[config.mk]
export PLATFORM = sky130hd
export DESIGN_NAME = sst_engine
export DESIGN_NICKNAME = d
export VERILOG_FILES = /design/src/rtl/sst_engine_pkg.sv /design/src/rtl/sst_m3_wait.sv /design/src/rtl/sst_engine.sv
export SDC_FILE = /design/constraint.sdc
export NUM_CORES = 1
export LEC_CHECK = 0
export ABC_CLOCK_PERIOD_IN_PS = 2400
export BUFFER_PORTS_ARGS = -buffer_cell sky130_fd_sc_hd__buf_2
export CORE_ASPECT_RATIO = 2
export CORE_MARGIN = 5
export CORE_UTILIZATION = 43
export DETAILED_ROUTE_END_ITERATION = 12
export PLACE_DENSITY = 0.67
export SYNTH_ARGS = -nofsm -noshare
export SYNTH_HDL_FRONTEND = slang
export SYNTH_SLANG_ARGS = --single-unit
[constraint.sdc]
create_clock -name clk -period 2.4 [get_ports clk]
set_input_delay 0.48 -clock clk [delete_from_list [all_inputs] [get_ports clk]]
set_output_delay 0.48 -clock clk [all_outputs]
set_load 0.1 [all_outputs]
[src/rtl/sst_engine_pkg.sv]
// Shared types for the save-state engine: FSM state encoding, the index
// slot location and the save-state bus field layout.
// Latency: n/a (types only). Backpressure: n/a.
package sst_engine_pkg;

  // Last slot of the mapper register file; read-only, holds the mapper index.
  localparam int SST_IDX_SLOT = 127;

  typedef enum logic [3:0] {
    IDLE,
    SV_SET,   // save: present slot address to the mapper
    SV_CAP,   // save: capture mapper readback into the buffer
    LD_CHK,   // load: address the index slot on both sides
    LD_CMP,   // load: compare buffered index with live mapper index
    LD_RD,    // load: issue buffer read for the slot
    LD_HOLD,  // load: buffer data arrives, drive it onto the bus
    LD_WAIT,  // load: wait for cpu_m3 and strobe the write
    LD_NXT,   // load: post-write hold clock, advance slot
    FIN
  } sst_eng_st_t;

  // Save-state bus as seen by the mapper.
  typedef struct packed {
    logic       act;
    logic [7:0] addr;
    logic       we_reg;
    logic [7:0] dato;
  } sst_bus_t;

endpackage

[src/rtl/sst_m3_wait.sv]
// Waits for cpu_m3 while enabled: strobe on the first cpu_m3 clock, timeout
// after M3_TMO enabled clocks without cpu_m3. Latency: strobe is combinational.
// Backpressure: none; the caller leaves the wait state on strobe or timeout.
// Ports: clk, rst (async, high) | clr: zero the counter | en: waiting |
//        cpu_m3: write window | strobe: write now | timeout: give up now.
module sst_m3_wait
  import sst_engine_pkg::*;
#(
  parameter int M3_TMO = 4095
) (
  input  logic clk,
  input  logic rst,
  input  logic clr,
  input  logic en,
  input  logic cpu_m3,
  output logic strobe,
  output logic timeout
);

  localparam int CW = $clog2(M3_TMO + 1);

  logic [CW-1:0] cnt;

  always_ff @(posedge clk or posedge rst) begin
    if (rst) begin
      cnt <= '0;
    end else if (clr) begin
      cnt <= '0;
    end else if (en && !cpu_m3) begin
      cnt <= cnt + CW'(1);
    end
  end

  // The caller exits the wait state on strobe, so it lasts a single clock.
  assign strobe  = en & cpu_m3;
  // cnt counts the clocks already spent waiting; this is the M3_TMO-th one.
  assign timeout = en & ~cpu_m3 & (cnt == CW'(M3_TMO - 1));

endmodule

[src/rtl/sst_engine.sv]
// Save-state initiator: copies every mapper slot to the state buffer (save)
// or writes them back inside cpu_m3 windows (load). Latency: save 2/slot,
// load 4/slot with cpu_m3 high. Backpressure: requests ignored while busy.
// Ports: clk, rst (async, high) | save_req, load_req, cpu_m3 |
//        sst_act/sst_addr/sst_we_reg/sst_dato out, sst_di in (mapper) |
//        buf_addr/buf_we/buf_wd out, buf_rd in (buffer, 1-clock read) |
//        busy, done (pulse), err (sticky).
module sst_engine
  import sst_engine_pkg::*;
#(
  parameter int REG_CNT = SST_IDX_SLOT + 1,
  parameter int M3_TMO  = 4095
) (
  input  logic       clk,
  input  logic       rst,
  input  logic       save_req,
  input  logic       load_req,
  input  logic       cpu_m3,
  output logic       sst_act,
  output logic [7:0] sst_addr,
  output logic       sst_we_reg,
  output logic [7:0] sst_dato,
  input  logic [7:0] sst_di,
  output logic [6:0] buf_addr,
  output logic       buf_we,
  output logic [7:0] buf_wd,
  input  logic [7:0] buf_rd,
  output logic       busy,
  output logic       done,
  output logic       err
);

  localparam int SW = $clog2(REG_CNT);
  localparam logic [SW-1:0] LAST    = SW'(REG_CNT - 1);
  localparam logic [SW-1:0] LAST_WR = SW'(REG_CNT - 2);

  sst_eng_st_t   state, state_nxt;
  logic [SW-1:0] slot;
  logic [7:0]    dato_q;
  logic          err_q;
  sst_bus_t      bus;
  logic          req_any;
  logic          idx_ok;
  logic          m3_clr, m3_en, m3_strobe, m3_timeout;

  assign req_any = save_req | load_req;
  // In LD_CMP both sides are addressed at the index slot.
  assign idx_ok  = (buf_rd == sst_di);
  assign m3_clr  = (state == LD_HOLD);
  assign m3_en   = (state == LD_WAIT);

  sst_m3_wait #(.M3_TMO(M3_TMO)) u_m3_wait (
    .clk     (clk),
    .rst     (rst),
    .clr     (m3_clr),
    .en      (m3_en),
    .cpu_m3  (cpu_m3),
    .strobe  (m3_strobe),
    .timeout (m3_timeout)
  );

  // State register
  always_ff @(posedge clk or posedge rst) begin
    if (rst) state <= IDLE;
    else     state <= state_nxt;
  end

  // Next-state logic
  always_comb begin
    state_nxt = state;
    case (state)
      IDLE: begin
        if (save_req)      state_nxt = SV_SET;
        else if (load_req) state_nxt = LD_CHK;
      end
      SV_SET:  state_nxt = SV_CAP;
      SV_CAP:  state_nxt = (slot == LAST) ? FIN : SV_SET;
      LD_CHK:  state_nxt = LD_CMP;
      LD_CMP:  state_nxt = idx_ok ? LD_RD : IDLE;
      LD_RD:   state_nxt = LD_HOLD;
      LD_HOLD: state_nxt = LD_WAIT;
      LD_WAIT: begin
        if (m3_strobe)       state_nxt = LD_NXT;
        else if (m3_timeout) state_nxt = IDLE;
      end
      // The index slot is read-only, so the walk ends one slot early.
      LD_NXT:  state_nxt = (slot == LAST_WR) ? FIN : LD_RD;
      FIN:     state_nxt = IDLE;
      default: state_nxt = IDLE;
    endcase
  end

  // Slot counter, sticky error and write-data latch
  always_ff @(posedge clk or posedge rst) begin
    if (rst) begin
      slot   <= '0;
      err_q  <= 1'b0;
      dato_q <= '0;
    end else begin
      case (state)
        IDLE:    if (req_any) begin slot <= '0; err_q <= 1'b0; end
        SV_CAP:  if (slot != LAST) slot <= slot + SW'(1);
        LD_CMP:  if (!idx_ok) err_q <= 1'b1;
        LD_HOLD: dato_q <= buf_rd;
        LD_WAIT: if (m3_timeout) err_q <= 1'b1;
        LD_NXT:  if (slot != LAST_WR) slot <= slot + SW'(1);
        default: ;
      endcase
    end
  end

  // Outputs
  always_comb begin
    bus      = '0;
    buf_addr = '0;
    buf_we   = 1'b0;
    buf_wd   = '0;
    busy     = (state != IDLE);
    done     = 1'b0;
    case (state)
      SV_SET: begin
        bus.act  = 1'b1;
        bus.addr = 8'(slot);
      end
      SV_CAP: begin
        bus.act  = 1'b1;
        bus.addr = 8'(slot);
        buf_addr = 7'(slot);
        buf_we   = 1'b1;
        buf_wd   = sst_di;
      end
      LD_CHK, LD_CMP: begin
        bus.act  = 1'b1;
        bus.addr = 8'(LAST);
        buf_addr = 7'(LAST);
      end
      LD_RD: begin
        bus.act  = 1'b1;
        bus.addr = 8'(slot);
        buf_addr = 7'(slot);
      end
      // Buffer data is shown directly while it is being latched so address
      // and data are already settled a full clock before any write strobe.
      LD_HOLD: begin
        bus.act  = 1'b1;
        bus.addr = 8'(slot);
        bus.dato = buf_rd;
        buf_addr = 7'(slot);
      end
      LD_WAIT: begin
        bus.act    = 1'b1;
        bus.addr   = 8'(slot);
        bus.dato   = dato_q;
        bus.we_reg = m3_strobe;
      end
      // Address and data held one clock past the strobe.
      LD_NXT: begin
        bus.act  = 1'b1;
        bus.addr = 8'(slot);
        bus.dato = dato_q;
      end
      FIN: done = 1'b1;
      default: ;
    endcase
  end

  assign sst_act    = bus.act;
  assign sst_addr   = bus.addr;
  assign sst_we_reg = bus.we_reg;
  assign sst_dato   = bus.dato;
  assign err        = err_q;

endmodule

==> flow_summary.json <==
{
  "yosysUniqueCellTypes": 49,
  "cts_tree": "built",
  "drv_slew": 0,
  "finClkSkew_ns": 0.006270,
  "synth_edf_count": 0,
  "p_leak_nw": 1.645,
  "max-cap-violations": 0,
  "synth_nets": 315,
  "numClockSinks": 32,
  "dieArea_mm2": 0.007096,
  "crit_path_end_kind": "output pin",
  "p_per_area_mw_per_mm2": 332.7,
  "grt_util_all_layers": 0.1878,
  "pin_count": 58,
  "worstSetupPathType": "reg2out",
  "numCtsBuffers": 5,
  "r2r_cells": 5,
  "num_vias": 2374,
  "coreArea_mm2": 0.005373,
  "ant_nets": 0,
  "drt-wirelength-per-cell_um": 16.37,
  "dp_slack_ns": 0.2383,
  "outcome": "completed",
  "final_core_util": 0.6467,
  "min_period_ns": 2.321,
  "syn_area_per_cell_um2": 8.055,
  "synth_ff_type": "dfrtp_1",
  "synthXorXnorAreaFrac": 0.05249,
  "antenna_found_initial": 0,
  "synth_mux_area_frac": 0.03053,
  "drt_iter0_markers": 71,
  "worstSkewPairLatency_ns": 0.28,
  "dp_hpwl_um": 5347,
  "synth_top_family_by_area": "simple AND/OR/NAND/NOR gates",
  "finalCritPeriodShare": 0.9669,
  "yosysWarnings": 0,
  "port_buffers": 56,
  "grt_pass1_vias": 2350,
  "grt_pass1_wl_um": 10950,
  "drt_first_pass_iters": 4,
  "die_h_um": 114.2,
  "yosys.area_share.simple": 0.2946,
  "hold_class": "in2async",
  "synth_top_area_frac": 0.3428,
  "h-tree-depth": 2,
  "hold_viol": 0,
  "vdd_drop_max_uv": 459.5,
  "final_cell_mix": "nand2_1, buf_12, dfrtp_1",
  "routabilityCongestion": 0.8430,
  "synth_adder_area_share": 0.02142,
  "max_freq_mhz": 430.9,
  "synth_compound_area_frac": 0.2041,
  "r2r_start": "state[0]$_DFFE_PP0P_",
  "syn-cell-area_mm2": 0.002336,
  "grt_max_degree": 33,
  "wl_um": 6743,
  "worstSetupStartpointType": "flop",
  "async_flop_share": 1.000,
  "seq_area_frac_synth": 0.3428,
  "layout_commonest_cell": "nand2_1",
  "die_w_um": 62.12,
  "arrival_ns": 1.84,
  "required_ns": 1.92,
  "drive_gt1_frac": 0.3125,
  "synthToLayoutAreaGrowth_pct": 48.74,
  "yosysTopAreaCell": "dfrtp_1",
  "r2r-end": "u_m3_wait.cnt[11]$_DFFE_PP0P_",
  "crit_fanout": 27,
  "setup_viol": 0,
  "post-route-drc-count": 0,
  "vias_per_cell": 5.762,
  "syn_inst": 290,
  "root_buffer": "clkbuf_8",
  "start_util": 0.4348,
  "worstSetupStartpoint": "state[1]$_DFFE_PP0P_",
  "num_rows": 38,
  "fin_cells": 412,
  "rsz0062_at_grt": "false",
  "placed_cells_incl_taps": 400,
  "power_mw": 1.156,
  "cts.path.max_buffers": 2,
  "rrSetupSlack_ns": 0.25,
  "diodes": 0,
  "fin_nets": 376,
  "setup_slack_ns": 0.07933,
  "synthTopCellsByArea": "dfrtp_1, nand2_1, xnor2_1, a21oi_1, o21ai_0",
  "grt_overflow_total": 0,
  "clk_pin_slew_worst_paths_ns": 0.06,
  "synth_seq_cells": 32
}
## layout make-up
type / instances / area (µm²)
clock buffer: 8 / 90.09
inverter: 7 / 26.28
sequential: 32 / 803.3
timing repair buffer: 74 / 962.2
multi-input combinational: 231 / 1518
fill: 440 / 1898
tap: 60 / 75.07
## flip-flops by register name (all words and copies together) (netlist names)
name and flops:
u_m3_wait.cnt 12, dato_q 8, slot 7, state 4
err 1
## how the worst max path moves through the flow
stage	end	slack, ns	depth (start not counted)
after floorplan	buf_addr[0]	-0.54	7
after global placement	sst_dato[1]	0.26	5
after detailed placement	buf_addr[3]	0.24	6
after CTS	sst_dato[5]	0.02	5
after global routing	buf_addr[3]	0.002	6
final	sst_dato[5]	0.08	6
## cells in the mapped netlist, drive strengths merged (8+ instances only)
cell,instances
nand2,48
o21ai,19
clkbuf,8
xnor2,14
dfrtp,32
a22o,9
and2,12
a21oi,19
a21o,8
buf,12
nor2,19
## per-stage QoR
stage / TNS (ns) / hold WS (ns) / cell area [µm²]
6_report: 0 / 0.2816 / 3475
5_1_grt: 0 / 0.3271 / 3475
4_1_cts: 0 / 0.2979 / 3432
3_5_place_dp: 0 / 0.4684 / 3338
3_3_place_gp: 0 / 0.4591 / 3338
2_1_floorplan: -1.947 / 0.4466 / 2435
## power breakdown
group | internal (mW) | switching, mW
Combinational | 0.0671 | 0.110
Sequential | 0.549 | 0.0104
Clock | 0.234 | 0.186
## layer usage
layer	GRT usage	share of wire
met3	0.02849	0.033
met1	0.1752	0.33
met2	0.3643	0.57
met5	0	0
met4	0.1201	0.062
## logic make-up after synthesis
| kind of cell | after synthesis |
|---|---|
| fa+ha+maj | 4 |
| other cells | 1 |
| xor+xnor | 14 |
| mux | 7 |
| compound gates | 74 |
| flops | 32 |
| buf+inv | 27 |
| simple gates | 131 |
## worst max-delay path: stages, from the launching register on
cell	delay [ns]
dfrtp_2	0.45
buf_4	0.15
nor2b_1	0.14
and2_1	0.19
buf_12	0.17
a22o_2	0.29
buf_12	0.17
## repair_timing
item | in CTS | in global routing
gates resized for setup | 2 | 3
endpoints found under the setup margin | 15 | 22
setup buffers | 0 | 4
hold buffers | 0 | 0
Power figures use the tool's default switching activity.
